==> config.mk <==
export PLATFORM = sky130hd
export DESIGN_NAME = i2c_cmd_seq
export DESIGN_NICKNAME = d
export VERILOG_FILES = /design/src/rtl/i2c_cmd_seq.sv
export SDC_FILE = /design/constraint.sdc
export NUM_CORES = 1
export LEC_CHECK = 0
export CORE_MARGIN = 10
export CORE_UTILIZATION = 49
export CTS_BUF_LIST = sky130_fd_sc_hd__clkbuf_4 sky130_fd_sc_hd__clkbuf_8
export CTS_CLUSTER_SIZE = 16
export DETAILED_ROUTE_END_ITERATION = 16
export PLACE_DENSITY = 0.67
export SLEW_MARGIN = 0
export SYNTH_ARGS = -nofsm -noshare
export SYNTH_HDL_FRONTEND = slang
export SYNTH_SLANG_ARGS = --single-unit
==> constraint.sdc <==
create_clock -name clk -period 3.8 [get_ports clk]
set_clock_uncertainty 0.1 [all_clocks]
set_input_delay 0.76 -clock clk [delete_from_list [all_inputs] [get_ports clk]]
set_output_delay 0.76 -clock clk [all_outputs]
set_load 0.05 [all_outputs]
==> src/rtl/i2c_cmd_seq.sv <==
// i2c_cmd_seq: turns one APB-posted I2C descriptor (address, direction,
// byte count) into byte-level commands for the I2C master core.
// It buffers write bytes (TX FIFO) and read bytes (RX FIFO), and reports
// when the transaction ends and whether the slave NACKed.
// Optional per-command timeout: define I2C_CMD_TIMEOUT_EN. This adds the
// tmo_err port and a TMO_CYC watchdog on every outstanding command.

// Synchronous first-word-fall-through byte FIFO.
module i2c_byte_fifo #(
  parameter int DEPTH = 16
) (
  input  logic       clk,
  input  logic       rst,
  input  logic       push,
  input  logic [7:0] wdata,
  input  logic       pop,
  output logic [7:0] rdata,
  output logic       full,
  output logic       empty
);
  localparam int AW = $clog2(DEPTH);

  logic [7:0]    mem [DEPTH];
  logic [AW-1:0] wptr, rptr;
  logic [AW:0]   cnt;
  logic          do_push, do_pop;

  assign full    = (cnt == (AW+1)'(DEPTH));
  assign empty   = (cnt == '0);
  assign do_push = push && !full;
  assign do_pop  = pop && !empty;
  // Head is forced to zero while empty so the output is defined out of reset.
  assign rdata   = empty ? 8'h00 : mem[rptr];

  // Storage array: no reset needed, contents are only seen through rdata.
  always_ff @(posedge clk) begin
    if (do_push) mem[wptr] <= wdata;
  end

  // Pointers wrap naturally (DEPTH is a power of 2); count tracks occupancy.
  always_ff @(posedge clk) begin
    if (rst) begin
      wptr <= '0;
      rptr <= '0;
      cnt  <= '0;
    end else begin
      if (do_push) wptr <= wptr + AW'(1);
      if (do_pop)  rptr <= rptr + AW'(1);
      cnt <= cnt + (AW+1)'(do_push) - (AW+1)'(do_pop);
    end
  end
endmodule

module i2c_cmd_seq #(
  parameter int FIFO_DEPTH = 16,
  parameter int CNT_W      = 5,
  parameter int TMO_CYC    = 4096
) (
  input  logic             clk,
  input  logic             rst,
  input  logic             go,
  input  logic [6:0]       slv_addr,
  input  logic             rw,
  input  logic [CNT_W-1:0] byte_cnt,
  input  logic             tx_push,
  input  logic [7:0]       tx_data,
  input  logic             rx_pop,
  output logic [7:0]       rx_data,
  output logic             tx_full,
  output logic             rx_empty,
  output logic             busy,
  output logic             done,
  output logic             nack_err,
`ifdef I2C_CMD_TIMEOUT_EN
  output logic             tmo_err,
`endif
  output logic             cmd_valid,
  input  logic             cmd_ready,
  output logic [2:0]       cmd_code,
  output logic [7:0]       cmd_data,
  input  logic             core_done,
  input  logic             core_ack,
  input  logic [7:0]       core_rdata
);
  localparam logic [2:0] C_START    = 3'd0;
  localparam logic [2:0] C_WRITE    = 3'd1;
  localparam logic [2:0] C_RD_ACK   = 3'd2;
  localparam logic [2:0] C_RD_NACK  = 3'd3;
  localparam logic [2:0] C_STOP     = 3'd4;

  typedef enum logic [2:0] {S_IDLE, S_START, S_ADDR, S_WR, S_RD, S_STOP, S_FIN} state_t;

  // Reject parameter sets where the count field cannot express a full FIFO.
  if (FIFO_DEPTH > (1 << CNT_W) - 1 || TMO_CYC < 2) begin : g_param_err
    $error("i2c_cmd_seq: CNT_W too narrow for FIFO_DEPTH, or TMO_CYC < 2");
  end

  state_t           state;
  logic [6:0]       addr_q;
  logic             rw_q;
  logic [CNT_W-1:0] remain;
  logic             outstanding;   // one command accepted, awaiting core_done

  logic             tx_empty, rx_full;
  logic [7:0]       tx_head;
  logic             accept, tx_pop_int, rx_push_int, go_ok, last_byte;
  logic             can_issue;
  logic [2:0]       next_code;
  logic [7:0]       next_data;

  assign accept      = cmd_valid && cmd_ready;
  assign tx_pop_int  = accept && (state == S_WR);
  assign rx_push_int = outstanding && core_done && (state == S_RD);
  assign go_ok       = (byte_cnt != '0) && (byte_cnt <= CNT_W'(FIFO_DEPTH));
  assign last_byte   = (remain == CNT_W'(1));

  i2c_byte_fifo #(.DEPTH(FIFO_DEPTH)) u_tx_fifo (
    .clk   (clk),
    .rst   (rst),
    .push  (tx_push),
    .wdata (tx_data),
    .pop   (tx_pop_int),
    .rdata (tx_head),
    .full  (tx_full),
    .empty (tx_empty)
  );

  i2c_byte_fifo #(.DEPTH(FIFO_DEPTH)) u_rx_fifo (
    .clk   (clk),
    .rst   (rst),
    .push  (rx_push_int),
    .wdata (core_rdata),
    .pop   (rx_pop),
    .rdata (rx_data),
    .full  (rx_full),
    .empty (rx_empty)
  );

  // Command the current state wants to issue, and whether it may issue it now.
  // WR stalls on an empty TX FIFO; RD stalls on a full RX FIFO so that the
  // byte returned by core_done always has a slot.
  always_comb begin
    can_issue = 1'b0;
    next_code = C_START;
    next_data = 8'h00;
    case (state)
      S_START: begin can_issue = 1'b1; next_code = C_START; end
      S_ADDR:  begin can_issue = 1'b1; next_code = C_WRITE; next_data = {addr_q, rw_q}; end
      S_WR:    begin can_issue = !tx_empty; next_code = C_WRITE; next_data = tx_head; end
      S_RD:    begin can_issue = !rx_full; next_code = last_byte ? C_RD_NACK : C_RD_ACK; end
      S_STOP:  begin can_issue = 1'b1; next_code = C_STOP; end
      default: can_issue = 1'b0;
    endcase
  end

`ifdef I2C_CMD_TIMEOUT_EN
  localparam int TW = $clog2(TMO_CYC + 1);
  logic [TW-1:0] tmo_cnt;
  logic          tmo_hit;
  assign tmo_hit = outstanding && !core_done && (tmo_cnt == TW'(TMO_CYC - 1));
`endif

  // Transaction FSM with registered command/status outputs.
  always_ff @(posedge clk) begin
    if (rst) begin
      state       <= S_IDLE;
      addr_q      <= '0;
      rw_q        <= 1'b0;
      remain      <= '0;
      outstanding <= 1'b0;
      busy        <= 1'b0;
      done        <= 1'b0;
      nack_err    <= 1'b0;
      cmd_valid   <= 1'b0;
      cmd_code    <= C_START;
      cmd_data    <= 8'h00;
`ifdef I2C_CMD_TIMEOUT_EN
      tmo_err     <= 1'b0;
      tmo_cnt     <= '0;
`endif
    end else begin
      done <= 1'b0;
      if (accept) begin
        cmd_valid   <= 1'b0;
        outstanding <= 1'b1;
      end
`ifdef I2C_CMD_TIMEOUT_EN
      if (accept)           tmo_cnt <= '0;
      else if (outstanding) tmo_cnt <= tmo_cnt + TW'(1);
`endif
      case (state)
        // FIN is the done cycle; it also accepts a new go so none is lost.
        S_IDLE, S_FIN: begin
          state <= S_IDLE;
          if (go) begin
            nack_err <= 1'b0;
`ifdef I2C_CMD_TIMEOUT_EN
            tmo_err  <= 1'b0;
`endif
            if (go_ok) begin
              addr_q    <= slv_addr;
              rw_q      <= rw;
              remain    <= byte_cnt;
              busy      <= 1'b1;
              state     <= S_START;
              cmd_valid <= 1'b1;       // START goes out the cycle after go
              cmd_code  <= C_START;
              cmd_data  <= 8'h00;
            end else begin
              done <= 1'b1;            // bad count: finish immediately
            end
          end
        end
        default: begin
          if (!cmd_valid && !outstanding && can_issue) begin
            cmd_valid <= 1'b1;
            cmd_code  <= next_code;
            cmd_data  <= next_data;
          end
          if (outstanding && core_done) begin
            outstanding <= 1'b0;
            case (state)
              S_START: state <= S_ADDR;
              S_ADDR: begin
                if (core_ack) begin
                  nack_err <= 1'b1;
                  state    <= S_STOP;
                end else begin
                  state <= rw_q ? S_RD : S_WR;
                end
              end
              S_WR: begin
                if (core_ack) begin
                  nack_err <= 1'b1;
                  state    <= S_STOP;
                end else begin
                  if (remain != '0) remain <= remain - CNT_W'(1);
                  if (last_byte)    state  <= S_STOP;
                end
              end
              S_RD: begin
                if (remain != '0) remain <= remain - CNT_W'(1);
                if (last_byte)    state  <= S_STOP;
              end
              S_STOP: begin
                state <= S_FIN;
                done  <= 1'b1;
                busy  <= 1'b0;
              end
              default: state <= S_IDLE;
            endcase
          end
        end
      endcase
`ifdef I2C_CMD_TIMEOUT_EN
      // Watchdog overrides everything: abandon the transaction without STOP.
      if (tmo_hit) begin
        tmo_err     <= 1'b1;
        state       <= S_FIN;
        done        <= 1'b1;
        busy        <= 1'b0;
        outstanding <= 1'b0;
        cmd_valid   <= 1'b0;
      end
`endif
    end
  end
endmodule

# Yosys cells after proc, flatten, opt, wreduce, memory -nomap -nowiden
# Memory sizes are Yosys's and may differ from the RTL's. A register that Yosys moved wholly into a read port is not among the register bits.
# Index checks and enable logic that the tools add are counted.
dict set report op_classes {
  n_addsub 9
  magnitude_cmp 1
  eq_ne 12
  mux 61
  reduce_logical 36
}
# cell count
set ops {}
lappend ops {{8-bit two-way mux} 6}
lappend ops {{1-bit two-way mux} 30}
lappend ops {{3-bit two-way mux} 10}
lappend ops {{5-bit two-way mux} 6}
lappend ops {{4-bit by 1-bit adder with 4-bit output (second input constant)} 4}
lappend ops {{4-bit two-way mux} 4}
lappend ops {{8-bit one-hot mux with 2 select lines} 1}
lappend ops {{3-bit one-hot mux with 5 select lines} 1}
lappend ops {{1-bit logical AND} 11}
lappend ops {{5-bit by 1-bit adder with 5-bit output} 2}
lappend ops {{5-bit equality test (second input constant)} 2}
lappend ops {{5-bit zero test} 2}
lappend ops {{5-bit one-hot mux with 2 select lines} 1}
lappend ops {{2-bit nonzero test} 5}
lappend ops {{5-bit nonzero test} 2}
lappend ops {{5-bit by 1-bit subtractor with 5-bit output} 2}
lappend ops {{3-bit equality test (second input constant)} 3}
lappend ops {{3-bit one-hot mux with 3 select lines} 1}
lappend ops {{4-bit AND reduction} 2}
lappend ops {{3-bit by 2-bit equality test with 1-bit output (second input constant)} 2}
lappend ops {{1-bit zero test} 6}
lappend ops {{3-bit AND reduction} 2}
lappend ops {{5-bit by 1-bit equality test with 1-bit output (second input constant)} 1}
lappend ops {{5-bit <= comparator (second input constant)} 1}
lappend ops {{10 further kinds} 12}
dict set report totals {
  register_bits 58
  ramBits 256
  elab_cells 138
  n_memories 2
}
# memory words width rd rd_ports_with_merged_regs write_ports line_no
set memory_table {}
lappend memory_table {u_rx_fifo.mem 16 8 1 1 1 23} ;# logic [7:0] mem [DEPTH];
lappend memory_table {u_tx_fifo.mem 16 8 1 1 1 23}

# Logic depth before layout (Yosys ltp)
# Gate-level depths: netlist (run 1).
dict set report logic_depth {
  ltp_word 6
  depth_mapped 14
}

# Hierarchy
# A second synthesis (run 1) with hierarchy kept.
dict set report unflattened {
  cells_unflattened 842
  area_unflattened_um2 13481.7
}
# module n_inst cells_each area_per_inst_um2 seq_area_each_um2
set by_module_without_submodules {}
lappend by_module_without_submodules {{i2c_byte_fifo at u_tx_fifo} 1 313 5885.6 4184.0}
lappend by_module_without_submodules {{i2c_byte_fifo at u_rx_fifo} 1 313 5883.1 4184.0}
lappend by_module_without_submodules {i2c_cmd_seq 1 216 1712.9 640.6}

# Worst setup path after synthesis (run 1)
# OpenSTA, ideal clock, no wires.
dict set report synth_path {
  path_type {input to register}
  from {input port cmd_ready}
  to {register u_tx_fifo.cnt[4]}
  setup_time_ns 0.132
  t_arrival_ns 2.622
  t_required_ns 3.568
  path_slack_ns 0.946
  path_stages 12
  n_path_buf 0
  cell_sequence {nand2_1 > nor4b_2 > ha_1 > inv_1 > ha_1 > inv_1 > fa_1 > inv_1 > a21oi_1 > nor2_1 > or3_1 > a21oi_1}
}
dict set report synth_between {
  elab_chain_len 4
}
# element line_no
set synth_rtl {}
lappend synth_rtl {{start, declared} 78} ;# input logic cmd_ready,
lappend synth_rtl {{1-bit logical AND} 111} ;# assign accept = cmd_valid && cmd_ready;
lappend synth_rtl {{1-bit logical AND} 112} ;# assign tx_pop_int = accept && (state == S_WR);
lappend synth_rtl {{1-bit logical AND} 31} ;# assign do_pop = pop && !empty;
lappend synth_rtl {{named net u_tx_fifo.do_pop} 26} ;# logic do_push, do_pop;
lappend synth_rtl {{5-bit by 1-bit subtractor with 5-bit output} 49} ;# cnt <= cnt + (AW+1)'(do_push) - (AW+1)'(do_pop);
lappend synth_rtl {{end signal, assigned} 49}
lappend synth_rtl {{end, declared} 25} ;# logic [AW:0] cnt;
# The timed path passes the listed nets, and every way through them passes these cells.
# A chain may end at the register's enable or synchronous reset.

==> reports/qor.csv, run 1 <==
stage;metric;value;unit
outcome;status;finished, final reports clean;
layout;Layout fillers;2038;
layout;layout cells sized above 1;21.1;%
sta;final setup violation count;0;
setup_path;R2R cell count;14;
routing;via count;7059;
floorplanning;chip width;185;um
job;max_cap viols;0;
global_routing;initial antenna violation count;0;
setup_path;Setup crit end;rx_data[2];
global_routing;total track usage;15.3;%
setup_path;Worst Setup Path Type;reg -> out;
power;Clk pwr share;34.2;%
yosys;Syn Inst Count;782;
hold_path;worst hold path class;reg -> reg;
routing;routed len/inst;20.1;um
floorplanning;Die Ht;185;um
global_routing;global-route wire length before repair;41000;um
setup_path;R2R Setup Slk;740;ps
floorplanning;die area;34100;um^2
place;dpl ws;425;ps
clocking;Reg clk slew, reported paths;70;ps
yosys;Ys Warns;0;
layout;Post-layout nets;950;
clocking;worst-skew pair later-pin latency;570;ps
power;Peak VDD IR;410;uV
sta;endpoints failing hold;0;
sta;slew margin rel.;39.4;%
clocking;Post-CTS Resized;0;
yosys;Async SR Flop Fraction;0;%
setup_path;crit start category;register;
routing;drt pass-1 iters;4;
routing;Final ANT Viol Nets;0;
clocking;TritonCTS clock tree;built;
sta;Fin Setup TNS;0;ps
yosys;synthesized cell area;13300;um^2
sta;part of the cycle the worst path needs;92.4;%
power;Seq pwr share;47.8;%
clocking;H-tree depth;2;
sta;final worst path period need;3510;ps
yosys;Post-synth EDFFs;256;
power;combinational power share;18.0;%
global_routing;vias in the first global route;7428;
clocking;Post-CTS Setup Repair Bufs;0;
place;post-DP HPWL;17600;um
yosys;post-synth top area share;57.9;%
yosys;Post-Synth Adder-Cell Area;2.56;%
routing;DRC viols;0;
place;PortBufs;61;
yosys;Main synth FF type;edfxtp_1;
power;Net Sw Power;2.21;mW
sta;max-slew violations;0;
yosys;simple-gate share of the synthesized area;6.62;%
setup_path;Req. time, crit path;2940;ps
floorplanning;FP Rows;60;
clocking;clock sink total;322;
yosys;dominant cell type by area after synthesis;edfxtp_1;
yosys;main combinational cell family by area after synthesis;multiplexers;
place;GP Congestion;0.845;
clocking;CTS max path bufs;3;
power;Int Pwr;6.18;mW
power;sw frac;26.4;%
sta;Worst-Margin Slew;906;ps
global_routing;GR Overflow Total;0;
clocking;cts bufs inserted;49;
routing;Vias/cell;5.58;
sta;hold_ws;355;ps
routing;Iter 0 DRT Violations;468;
setup_path;WP data arrival;2650;ps
sta;setup slack after layout;289;ps
routing;drt total wl;25500;um
floorplanning;Initial Utilization;49.5;%
setup_path;Worst R2R Start;u_tx_fifo.cnt[2];
yosys;Yosys cell types;65;
power;Pwr Total;8.39;mW
yosys;syn avg cell area;17.0;um^2
setup_path;nature of the critical path endpoint;output pin;
power;PwrDens;551;nW/um^2
yosys;Post-Synth XOR/XNOR Area;1.45;%
yosys;syn_nets;845;
yosys;top post-synthesis cells by area;edfxtp_1 58%, mux4_2 11%, dfxtp_1 10%, ha_1 2.3%, nor2_1 2.2%;
yosys;compound-cell area share of the yosys netlist;4.18;%
clocking;Clock Root Buffer;clkbuf_8;
sta;fmax;285;MHz
layout;Area Growth Syn to Fin;14.7;%
yosys;register bit total from synthesis;322;
yosys;post-synthesis mux area share;14.0;%
sta;unrepaired setup endpoints after global routing;no;
setup_path;r2r endpoint;u_tx_fifo.cnt[4];
yosys;post-synthesis sequential area ratio;67.8;%
clocking;Post-CTS Hold Buffers;0;
floorplanning;Top Ports;62;
layout;Ant. Diodes;0;
floorplanning;core outline area;26800;um^2
global_routing;largest net degree at the start of global routing;33;
power;Leak;5.09;nW
setup_path;Crit Path Max Fanout;8;
layout by cell type, fill, tap and decap left out, drive strengths merged, types with 4 or more instances in the layout:
cell type	instances
edfxtp	256
nor2	80
mux4	72
dfxtp	66
clkbuf	64
clkdlybuf4s50	52
buf	42
inv	27
nand2	27
ha	24
nor2b	21
clkinv	21
mux2i	20
a21oi	20
a211oi	18
nor3	14
xor2	14
o21ai	9
a221o	8
xnor2	8
nand2b	6
nand4	5
nand3	4
per-stage QoR:
stage / std cells / util (%) / area [um^2]
floorplan: 782 / - / 13300
global placement: 1177 / 53.1 / 14200
detailed placement: 1177 / 53.1 / 14200
CTS: 1266 / 56.8 / 15200
global route: 1266 / 56.8 / 15200
finish: 1266 / 56.8 / 15200
synthesized netlist by cell type (3+ instances only):
cell type	count
o21ai_0	9
buf_2	5
nand2b_1	5
dfxtp_1	66
o311ai_0	3
a21oi_1	20
clkbuf_8	5
buf_6	8
a221o_1	8
mux2i_1	20
nor3_1	14
xnor2_1	8
edfxtp_1	256
nand3_1	4
inv_1	27
nand2_1	27
ha_1	24
nor2_1	79
nand4_1	5
buf_1	6
mux4_1	10
nor2b_1	21
xor2_1	14
clkbuf_1	10
mux4_2	62
a211oi_1	17
kinds of logic (layout without fill, tap and decap cells):
kind of cell,count (synthesis),in the layout
buffers and inverters,67,210
AOI/OAI and AO/OA,76,76
adders and majority gates,26,26
xor gates and xnor gates,22,22
and+or+nand+nor,177,177
muxes,92,92
DFF,322,322
routing by layer:
metal | share of wire [%] | vias up | global-route usage, %
met2 | 52 | 191 | 26.4
met4 | 1.3 | 0 | 3.67
met3 | 4.6 | 35 | 3.01
met5 | 0 | - | 0
met1 | 43 | 3573 | 19.4
li1 | - | 3260 | -
registers in the layout, summed over array words and instances, names as in the netlist, named ones only:
name / flops
addr_q: 7
busy: 1
cmd_code: 3
cmd_data: 8
cmd_valid: 1
done: 1
nack_err: 1
outstanding: 1
remain: 5
rw_q: 1
state: 3
u_rx_fifo.cnt: 5
u_rx_fifo.mem: 128
u_rx_fifo.rptr: 4
u_rx_fifo.wptr: 4
u_tx_fifo.cnt: 5
u_tx_fifo.mem: 128
u_tx_fifo.rptr: 4
u_tx_fifo.wptr: 4
power by group through the flow:
stage               sequential [mW]  combinational (mW)  clock (mW)
floorplan                      4.05                1.09           0
global placement               4.07                1.47           0
detailed placement             4.08                1.53           0
CTS                            4.01                1.54        2.95
global route                   4.02                1.65        3.12
finish                         4.01                1.51        2.87
cell type report:
| cell class | instances | area, um^2 | area share [%] |
|---|---|---|---|
| clock buffers | 64 | 806 | 5.29 |
| clock inverters | 25 | 210 | 1.38 |
| inverters | 27 | 101 | 0.665 |
| multi-input cells | 393 | 3830 | 25.2 |
| flip-flops and latches | 322 | 9010 | 59.1 |
| well taps | 341 | 427 | 2.80 |
| repair buffers | 94 | 846 | 5.55 |
worst max-delay path: stages (launching register included):
cell     delay (ps)
dfxtp_2         460
buf_4           260
mux4_2          550
mux4_2          470
nor2b_1         160
buf_4           190
worst min path at each step:
stage,from,to,slack (ps),cells past startpoint
2_1_floorplan,addr_q[0],cmd_data[1],360,1
3_3_place_gp,busy,busy,350,2
3_5_place_dp,busy,busy,350,2
4_1_cts,busy,busy,360,2
5_1_grt,busy,busy,400,2
6_report,busy,busy,360,2
(Power assumes the default switching activity.)
==> run 2: changes to the inputs <==
--- a/config.mk
+++ b/config.mk
@@ -5,9 +5,11 @@
 export SDC_FILE = /design/constraint.sdc
 export NUM_CORES = 1
 export LEC_CHECK = 0
+export ABC_AREA = 1
 export CORE_MARGIN = 10
 export CORE_UTILIZATION = 49
 export CTS_BUF_LIST = sky130_fd_sc_hd__clkbuf_4 sky130_fd_sc_hd__clkbuf_8
+export CTS_CLUSTER_DIAMETER = 80
 export CTS_CLUSTER_SIZE = 16
 export DETAILED_ROUTE_END_ITERATION = 16
 export PLACE_DENSITY = 0.67
==> run 2 against run 1 <==
Compared with the run above: clock power shrank 35%; worst setup slack lost 8.6 ps; critical path type unchanged; area after synthesis grew 1.2%; synthesized cell count grew 58%; final cell count grew 30%; highest routed layer unchanged; global-route usage grew 2.3 points; routed wire length grew 18%; register-to-register slack gained 360 ps; die area grew 1.1%; fmax shrank 0.25%.
==> reports/qor.csv, run 2 <==
stage;metric;value;unit
outcome;status;finished, final reports clean;
sta;endpoints failing hold;0;
yosys;Post-Synth XOR/XNOR Area;0.382;%
yosys;post-synthesis sequential area ratio;67.0;%
floorplanning;Die Ht;186;um
setup_path;Setup crit end;rx_data[6];
setup_path;nature of the critical path endpoint;output pin;
power;Peak VDD IR;514;uV
routing;via count;9101;
yosys;Async SR Flop Fraction;0;%
layout;commonest non-fill, non-tap cell in the layout;edfxtp_1;
clocking;cts bufs inserted;24;
yosys;Main synth FF type;edfxtp_1;
setup_path;R2R Setup Slk;1100;ps
clocking;TritonCTS clock tree;built;
setup_path;delay-heaviest family, CP;buffers and inverters;
routing;Final ANT Viol Nets;0;
yosys;Post-synth EDFFs;256;
clocking;Post-CTS Setup Repair Bufs;0;
yosys;main combinational cell family by area after synthesis;simple AND/OR/NAND/NOR gates;
yosys;Yosys cell types;39;
yosys;syn avg cell area;10.9;um^2
setup_path;r2r endpoint;u_rx_fifo.cnt[4];
setup_path;worst-path cell chain;buf_4 -> inv_1 -> buf_4 -> a21oi_1 -> a21oi_1 -> o21ai_0 -> a21oi_1 -> buf_4;
job;max_cap viols;0;
power;combinational power share;25.3;%
setup_path;Worst Setup Path Type;reg -> out;
setup_path;CP peak stage delay;690;ps
yosys;top post-synthesis cells by area;edfxtp_1 57%, dfxtp_1 9.8%, nand3_1 6.0%, nand2_1 5.8%, nor2_1 4.3%;
yosys;simple-gate share of the synthesized area;17.6;%
yosys;top-count cell post-synth;edfxtp_1;
floorplanning;die area;34400;um^2
clocking;CTS max path bufs;3;
clocking;Post-CTS Hold Buffers;0;
yosys;Ys Warns;0;
routing;Vias/cell;5.55;
layout;Top Registers;u_rx_fifo.mem x128, u_tx_fifo.mem x128, cmd_data x8;
floorplanning;FP Rows;60;
clocking;Clock Root Buffer;clkbuf_8;
routing;drt total wl;30000;um
layout;layout cells sized above 1;6.92;%
layout;Multi-input gate area;3850;um^2
sta;slew margin rel.;21.6;%
power;Net Sw Power;2.60;mW
power;sw frac;32.5;%
clocking;Post-CTS Resized;0;
yosys;register bit total from synthesis;322;
sta;unrepaired setup endpoints after global routing;no;
sta;Worst-Margin Slew;1180;ps
setup_path;R2R cell count;14;
routing;routed len/inst;18.3;um
yosys;compound-cell area share of the yosys netlist;8.06;%
power;Pwr Total;7.98;mW
setup_path;WP data arrival;2660;ps
layout;Reg area;9010;um^2
layout;Layout fillers;2315;
layout;Core Util, Final;54.9;%
layout;Area Growth Syn to Fin;10.1;%
clocking;worst-skew pair later-pin latency;580;ps
layout;Post-layout nets;1345;
global_routing;total track usage;17.6;%
floorplanning;core outline area;27000;um^2
routing;DRC viols;0;
routing;Iter 0 DRT Violations;817;
yosys;synthesized cell area;13400;um^2
global_routing;global-route wire length before repair;48200;um
global_routing;vias in the first global route;8816;
setup_path;Worst path slowest cell;dfxtp_1;
yosys;post-synth top area share;57.2;%
setup_path;Crit Path Max Fanout;18;
layout;Ant. Diodes;0;
layout;design area;14800;um^2
setup_path;crit start category;register;
yosys;Post-Synth Adder-Cell Area;2.53;%
yosys;post-synthesis mux area share;0.0745;%
setup_path;Req. time, crit path;2940;ps
place;placed insts;1597;
floorplanning;chip width;186;um
global_routing;largest net degree at the start of global routing;65;
routing;drt pass-1 iters;4;
place;post-DP HPWL;19400;um
floorplanning;Top Ports;62;
layout;fin cells;1641;
yosys;dominant cell type by area after synthesis;edfxtp_1;
place;PortBufs;61;
place;Placed Area;14300;um^2
sta;final worst path period need;3520;ps
power;Clk pwr share;23.5;%
sta;fmax;284;MHz
hold_path;worst hold path class;reg -> reg;
setup_path;CP bufs+invs;4;
clocking;Reg clk slew, reported paths;90;ps
power;PwrDens;539;nW/um^2
floorplanning;Initial Utilization;49.9;%
sta;Fin Setup TNS;0;ps
clocking;H-tree depth;1;
yosys;Syn Inst Count;1238;
yosys;Post-synth top cells;256 x edfxtp_1, 207 x nand2_1, 160 x nand3_1;
power;Leak;5.27;nW
place;GP Congestion;0.853;
setup_path;Worst R2R Start;u_rx_fifo.cnt[3];
global_routing;initial antenna violation count;0;
sta;final setup violation count;0;
yosys;syn_nets;1301;
sta;part of the cycle the worst path needs;92.6;%
setup_path;WP depth;8;
layout;commonest cells after routing, fill and taps aside;256 x edfxtp_1, 207 x nand2_1, 160 x nand3_1;
power;Seq pwr share;51.3;%
global_routing;GR Overflow Total;0;
power;Int Pwr;5.38;mW
clocking;clock sink total;322;
sta;max-slew violations;0;
## run 2: cell count changes after synthesis, sizes merged, moves of 35 or more
cell	previous run	this run
inv	27	81
mux4	72	0
nand3	4	162
nor2	80	158
a21oi	20	55
o21ai	9	106
nand2	27	214
## run 2: final cells by class
cell class | instances | share of cell area, %
sequential | 322 | 60.9
multi-input combinational | 775 | 26.0
timing repair buffer | 76 | 4.75
clock buffer | 41 | 3.14
tap | 341 | 2.88
inverter | 83 | 2.11
clock inverter | 3 | 0.169
## run 2: power groups by stage
stage          clock, mW  sequential, mW  combinational [mW]
2_1_floorplan          0            4.23                1.38
3_3_place_gp           0            4.17                1.99
3_5_place_dp           0            4.17                2.01
4_1_cts             1.92            4.09                2.02
5_1_grt             2.04            4.12                2.26
6_report            1.87            4.09                2.01
## run 2: cells by family (layout without fill, tap and decap cells)
group | after synthesis | count (layout)
simple gates | 548 | 548
flops | 322 | 322
compound gates | 195 | 195
buf+inv | 141 | 203
fa+ha+maj | 26 | 26
xor+xnor | 5 | 5
mux | 1 | 1
## run 2: worst min-delay path by stage
stage,start,to,slack [ps],cells after the start
finish,remain[1],remain[1],370,2
global route,remain[1],remain[1],400,2
CTS,remain[1],remain[1],370,2
detailed placement,remain[1],remain[1],360,2
global placement,remain[1],remain[1],350,2
floorplan,remain[1],remain[1],340,2
## run 2: routing by layer
layer / share of wire (%) / track usage (%)
met1: 46 / 25.1
met5: 0 / 0
met2: 45 / 27.0
met3: 6.9 / 3.20
met4: 2.3 / 4.84
## run 2: tightest hold or removal path: cells and delay by family, from the launching register on
| family | cells | cell delay [ps] |
|---|---|---|
| flops | 1 | 320 |
| simple gates | 1 | 60 |
| compound gates | 1 | 50 |
## run 2: through the flow
stage	hold slack (ps)	setup WS, ps
6_report	369	281
5_1_grt	401	71.1
4_1_cts	375	261
3_5_place_dp	359	572
3_3_place_gp	353	603
2_1_floorplan	339	882
==> run 3: changes to the inputs <==
--- a/config.mk
+++ b/config.mk
@@ -12,7 +12,7 @@
 export CTS_CLUSTER_DIAMETER = 80
 export CTS_CLUSTER_SIZE = 16
 export DETAILED_ROUTE_END_ITERATION = 16
-export PLACE_DENSITY = 0.67
+export PLACE_DENSITY = 0.69
 export SLEW_MARGIN = 0
 export SYNTH_ARGS = -nofsm -noshare
 export SYNTH_HDL_FRONTEND = slang
==> constraint.sdc (replaced) <==
create_clock -name clk -period 2.9 [get_ports clk]
set_clock_uncertainty 0.1 [all_clocks]
set_input_delay 0.58 -clock clk [delete_from_list [all_inputs] [get_ports clk]]
set_output_delay 0.58 -clock clk [all_outputs]
set_load 0.05 [all_outputs]
==> run 3 against run 2 <==
Compared with the run above: the run now ends with negative setup slack left; non-clock buffer count is 72 higher; worst setup slack got worse by 360 ps; first-iteration DRC count rose by 20%; routed wire length increased by 13%; utilization is 4.7 points higher; critical path depth is 1 lower; combinational power up 80%; sequential power grew 31%; die area unchanged; final cell count increased by 4.4%; final area rose by 8.6%; hold slack better by 7.6 ps; largest cell class unchanged.
==> reports/qor.csv, run 3 (synthesized netlist as in run 2, its figures left out) <==
stage;metric;value;unit
routing;Iter 0 DRT Violations;981;
sta;part of the cycle the worst path needs;103;%
global_routing;vias in the first global route;9137;
layout;Top Registers;u_rx_fifo.mem x128, u_tx_fifo.mem x128, cmd_data x8;
global_routing;GR Overflow Total;0;
clocking;Post-CTS Hold Buffers;0;
power;Peak VDD IR;680;uV
setup_path;nature of the critical path endpoint;output pin;
global_routing;largest net degree at the start of global routing;49;
sta;max-slew violations;0;
place;GP Congestion;0.841;
sta;final setup violation count;5;
clocking;worst-skew pair later-pin latency;580;ps
routing;Final ANT Viol Nets;0;
outcome;status;finished with violations;
global_routing;initial antenna violation count;0;
setup_path;delay-heaviest family, CP;compound AO/OA/AOI/OAI gates;
sta;setup slack after layout;-81.8;ps
layout;fin cells;1714;
setup_path;Worst Setup Path Type;reg -> out;
place;post-DP HPWL;19300;um
layout;layout cells sized above 1;15.8;%
routing;DRC viols;0;
floorplanning;Initial Utilization;49.9;%
global_routing;global-route wire length before repair;50200;um
power;PwrDens;714;nW/um^2
setup_path;Req. time, crit path;2220;ps
setup_path;CP peak stage delay;490;ps
layout;Core Util, Final;59.6;%
setup_path;worst-path cell chain;buf_12 -> buf_16 -> o21ai_1 -> o221ai_1 -> nand3_1 -> a21oi_2 -> buf_6;
place;PortBufs;61;
layout;Ant. Diodes;0;
layout;commonest non-fill, non-tap cell in the layout;edfxtp_1;
floorplanning;core outline area;27000;um^2
clocking;H-tree depth;1;
job;max_cap viols;0;
outcome;failing checks;negative setup slack;
clocking;Clock Root Buffer;clkbuf_8;
layout;Layout fillers;2060;
clocking;CTS max path bufs;3;
global_routing;total track usage;18.4;%
layout;Reg area;9020;um^2
setup_path;WP data arrival;2300;ps
clocking;cts bufs inserted;24;
sta;slew margin rel.;50.4;%
floorplanning;Top Ports;62;
clocking;TritonCTS clock tree;built;
sta;final worst path period need;2980;ps
routing;Vias/cell;5.69;
routing;via count;9752;
layout;Post-layout nets;1418;
setup_path;CP bufs+invs;3;
floorplanning;chip width;186;um
power;Leak;5.87;nW
place;dpl ws;-54.2;ps
layout;commonest cells after routing, fill and taps aside;256 x edfxtp_1, 205 x nand2_1, 157 x nand3_1;
clocking;Reg clk slew, reported paths;110;ps
place;placed insts;1637;
routing;drt pass-1 iters;5;
sta;unrepaired setup endpoints after global routing;yes;
routing;drt total wl;33800;um
sta;fmax;335;MHz
routing;routed len/inst;19.7;um
floorplanning;Die Ht;186;um
floorplanning;die area;34400;um^2
sta;Worst-Margin Slew;741;ps
layout;Multi-input gate area;4100;um^2
power;Pwr Total;11.5;mW
layout;Area Growth Syn to Fin;19.5;%
setup_path;Crit Path Max Fanout;5;
clocking;clock sink total;322;
setup_path;Worst path slowest cell;dfxtp_4;
floorplanning;FP Rows;60;
hold_path;worst hold path class;reg -> reg;
sta;endpoints failing hold;0;
setup_path;crit start category;register;
[run 3: cell count changes in the layout (fill, tap and decap cells not counted), sizes merged]
cell	delta
clkinv	+2
clkinvlp	+1
inv	-4
buf	+63
clkdlybuf4s50	-2
clkbuf	+11
dlygate4sd2	+2
[run 3: layer usage]
layer | up-vias | track usage, % | routed length, um | share of wire (%)
met1 | 4707 | 26.5 | 14500 | 43
met3 | 61 | 3.18 | 2870 | 8.5
li1 | 4553 | - | - | -
met4 | 0 | 4.90 | 838 | 2.5
met5 | - | 0 | 0 | 0
met2 | 431 | 28.1 | 15600 | 46
[run 3: worst min-delay path: cells and delay by family, from the launching register on]
kind	cells	cell delay, ps
AOI/OAI and AO/OA	1	50
DFF	1	330
and+or+nand+nor	1	60
[run 3: worst paths after layout]
check                    from                to  slack, ps  depth (start not counted)
max reg2reg  u_tx_fifo.cnt[2]  u_tx_fifo.cnt[4]        300                         14
min reg2reg          nack_err          nack_err        380                          2
min                  nack_err          nack_err        380                          2
max                  register        rx_data[3]        -80                          7
[run 3: cell type report]
cell class              instances  area share (%)
clock buffers                  43            2.98
clock inverters                 1           0.101
inverters                      83            2.12
multi-input cells             775            25.5
flip-flops and latches        322            56.1
well taps                     341            2.66
repair buffers                148            10.5
repair inverters                1          0.0467
[run 3: report_power, final]
group	total, mW	switching (mW)	internal (mW)
logic	3.62	2.21	1.41
clock network	2.50	1.45	1.05
registers	5.36	0.157	5.21
[run 3: through the flow]
stage	hold WS, ps	TNS, ps	instance area (um^2)
6_report	377	-144	16100
3_3_place_gp	352	-31.5	14700
4_1_cts	377	0	15500
2_1_floorplan	339	0	13400
5_1_grt	403	-668	16100
3_5_place_dp	361	-56.7	14700
[run 3: repair_timing]
| action | in CTS | in global routing |
|---|---|---|
| resized for setup | 36 | 90 |
| endpoints found under the setup margin | 10 | 8 |
| pin swaps | 10 | 53 |
| buffers inserted | 3 | 13 |
| cloned | 7 | 11 |
==> RTL edit: new RTL, config.mk and constraints of run 3 <==
Change the parameter `FIFO_DEPTH` from 16 to 8.
--- a/src/rtl/i2c_cmd_seq.sv
+++ b/src/rtl/i2c_cmd_seq.sv
@@ -54,3 +54,3 @@
 module i2c_cmd_seq #(
-  parameter int FIFO_DEPTH = 16,
+  parameter int FIFO_DEPTH = 8,
   parameter int CNT_W      = 5,
Behaviour: not the same (a bounded check fails within 4 cycles, from zero or initial values and one cycle with rst high).
==> RTL edit against run 3 <==
  * Setup slack improved by 0.24 ns
  * Design area fell by 42%
  * Register-to-register slack better by 0.17 ns
  * Synthesized cell count is 34% lower
  * Core utilization fell by 1.0 points
  * Clock power down 29%
  * Global-route usage shrank 2.8 points
  * Area after synthesis decreased by 41%
  * Routed wire length shrank 51%
  * Combinational power is 32% lower
  * Total power fell by 36%
  * Sequential cell count is 136 lower
  * Largest cell class unchanged
==> RTL edit: results <==
[power_and_ir_drop]
vdd_ir_drop_max_v = 0.000544
seq_power_share_pct = 42.6
p_int_uw = 4750
comb_cell_power_uw = 2450
leakage_uw = 0.00361

[place]
post-dp-hpwl_mm = 11.5
place_area_um2 = 8880
place.gp.congestion = 0.828
dp_cells = 1094

[setup_path]
r2r-start = state[2]
crit_end = rx_empty
cp_slowest_cell = clkdlybuf4s50_1
critPathArrivalTime_ns = 2.06
reg2reg_slack_ns = 0.47
rr_worst_depth = 13

[clock_network]
h-tree-depth = 4
cts_buffer_depth = 2
cts.clk_slew.worst_paths_ns = 0.09
cts_buffers = 17
post_cts_buffers = 0
clock_latency_ns = 0.46

[synth]
syn_nets = 881
yosysSeqAreaShare_pct = 62.6
synthCells = 823
synth_edf_count = 128
netlist_top_cells_area = edfxtp_1, dfxtp_1, nand2_1, nor2_1, o21ai_0

[global_routing]
grt_pass1_wl_mm = 27.3
grt_max_degree = 33
grt_usage_pct = 15.6

[hold_path]
whs_endpoint = u_tx_fifo.rptr[2]

[routing]
wl_per_cell_um = 14.8
finalWirelength_mm = 16.7
initialDrtViolationCount = 304

[run_status]
status = completed

[final_layout]
fillCellCount = 1346
reg_top3 = u_rx_fifo.mem: 64 flops, u_tx_fifo.mem: 64 flops, cmd_data: 8 flops
nets = 956

[timing]
setup_slack_ns = 0.157
whs_ns = 0.377
tightest_slew_ns = 0.780
## RTL edit: area by class of cell
cell class                      instances  area (um2)  area share (%)
Sequential cell                       186        5000            53.6
Multi-Input combinational cell        537        2570            27.6
Timing Repair Buffer                   86         803            8.60
Clock buffer                           21         277            2.96
Tap cell                              216         270            2.89
Inverter                               70         267            2.85
Clock inverter                         11         145            1.55
## RTL edit: cells by family (layout without fill, tap and decap cells)
family	after synthesis	in the layout	share of synthesized area [%]
compound gates	123	123	7.83
xor+xnor	3	3	0.329
fa+ha+maj	21	21	3.48
buf+inv	100	188	5.17
flops	186	186	62.6
simple gates	390	390	20.6
## RTL edit: layer usage
layer | share of wire, % | global-route usage (%) | vias up
li1 | - | - | 2897
met3 | 4.8 | 4.30 | 22
met1 | 45 | 19.1 | 2580
met5 | 0 | 0 | -
met2 | 49 | 25.8 | 136
met4 | 1.7 | 5.95 | 0
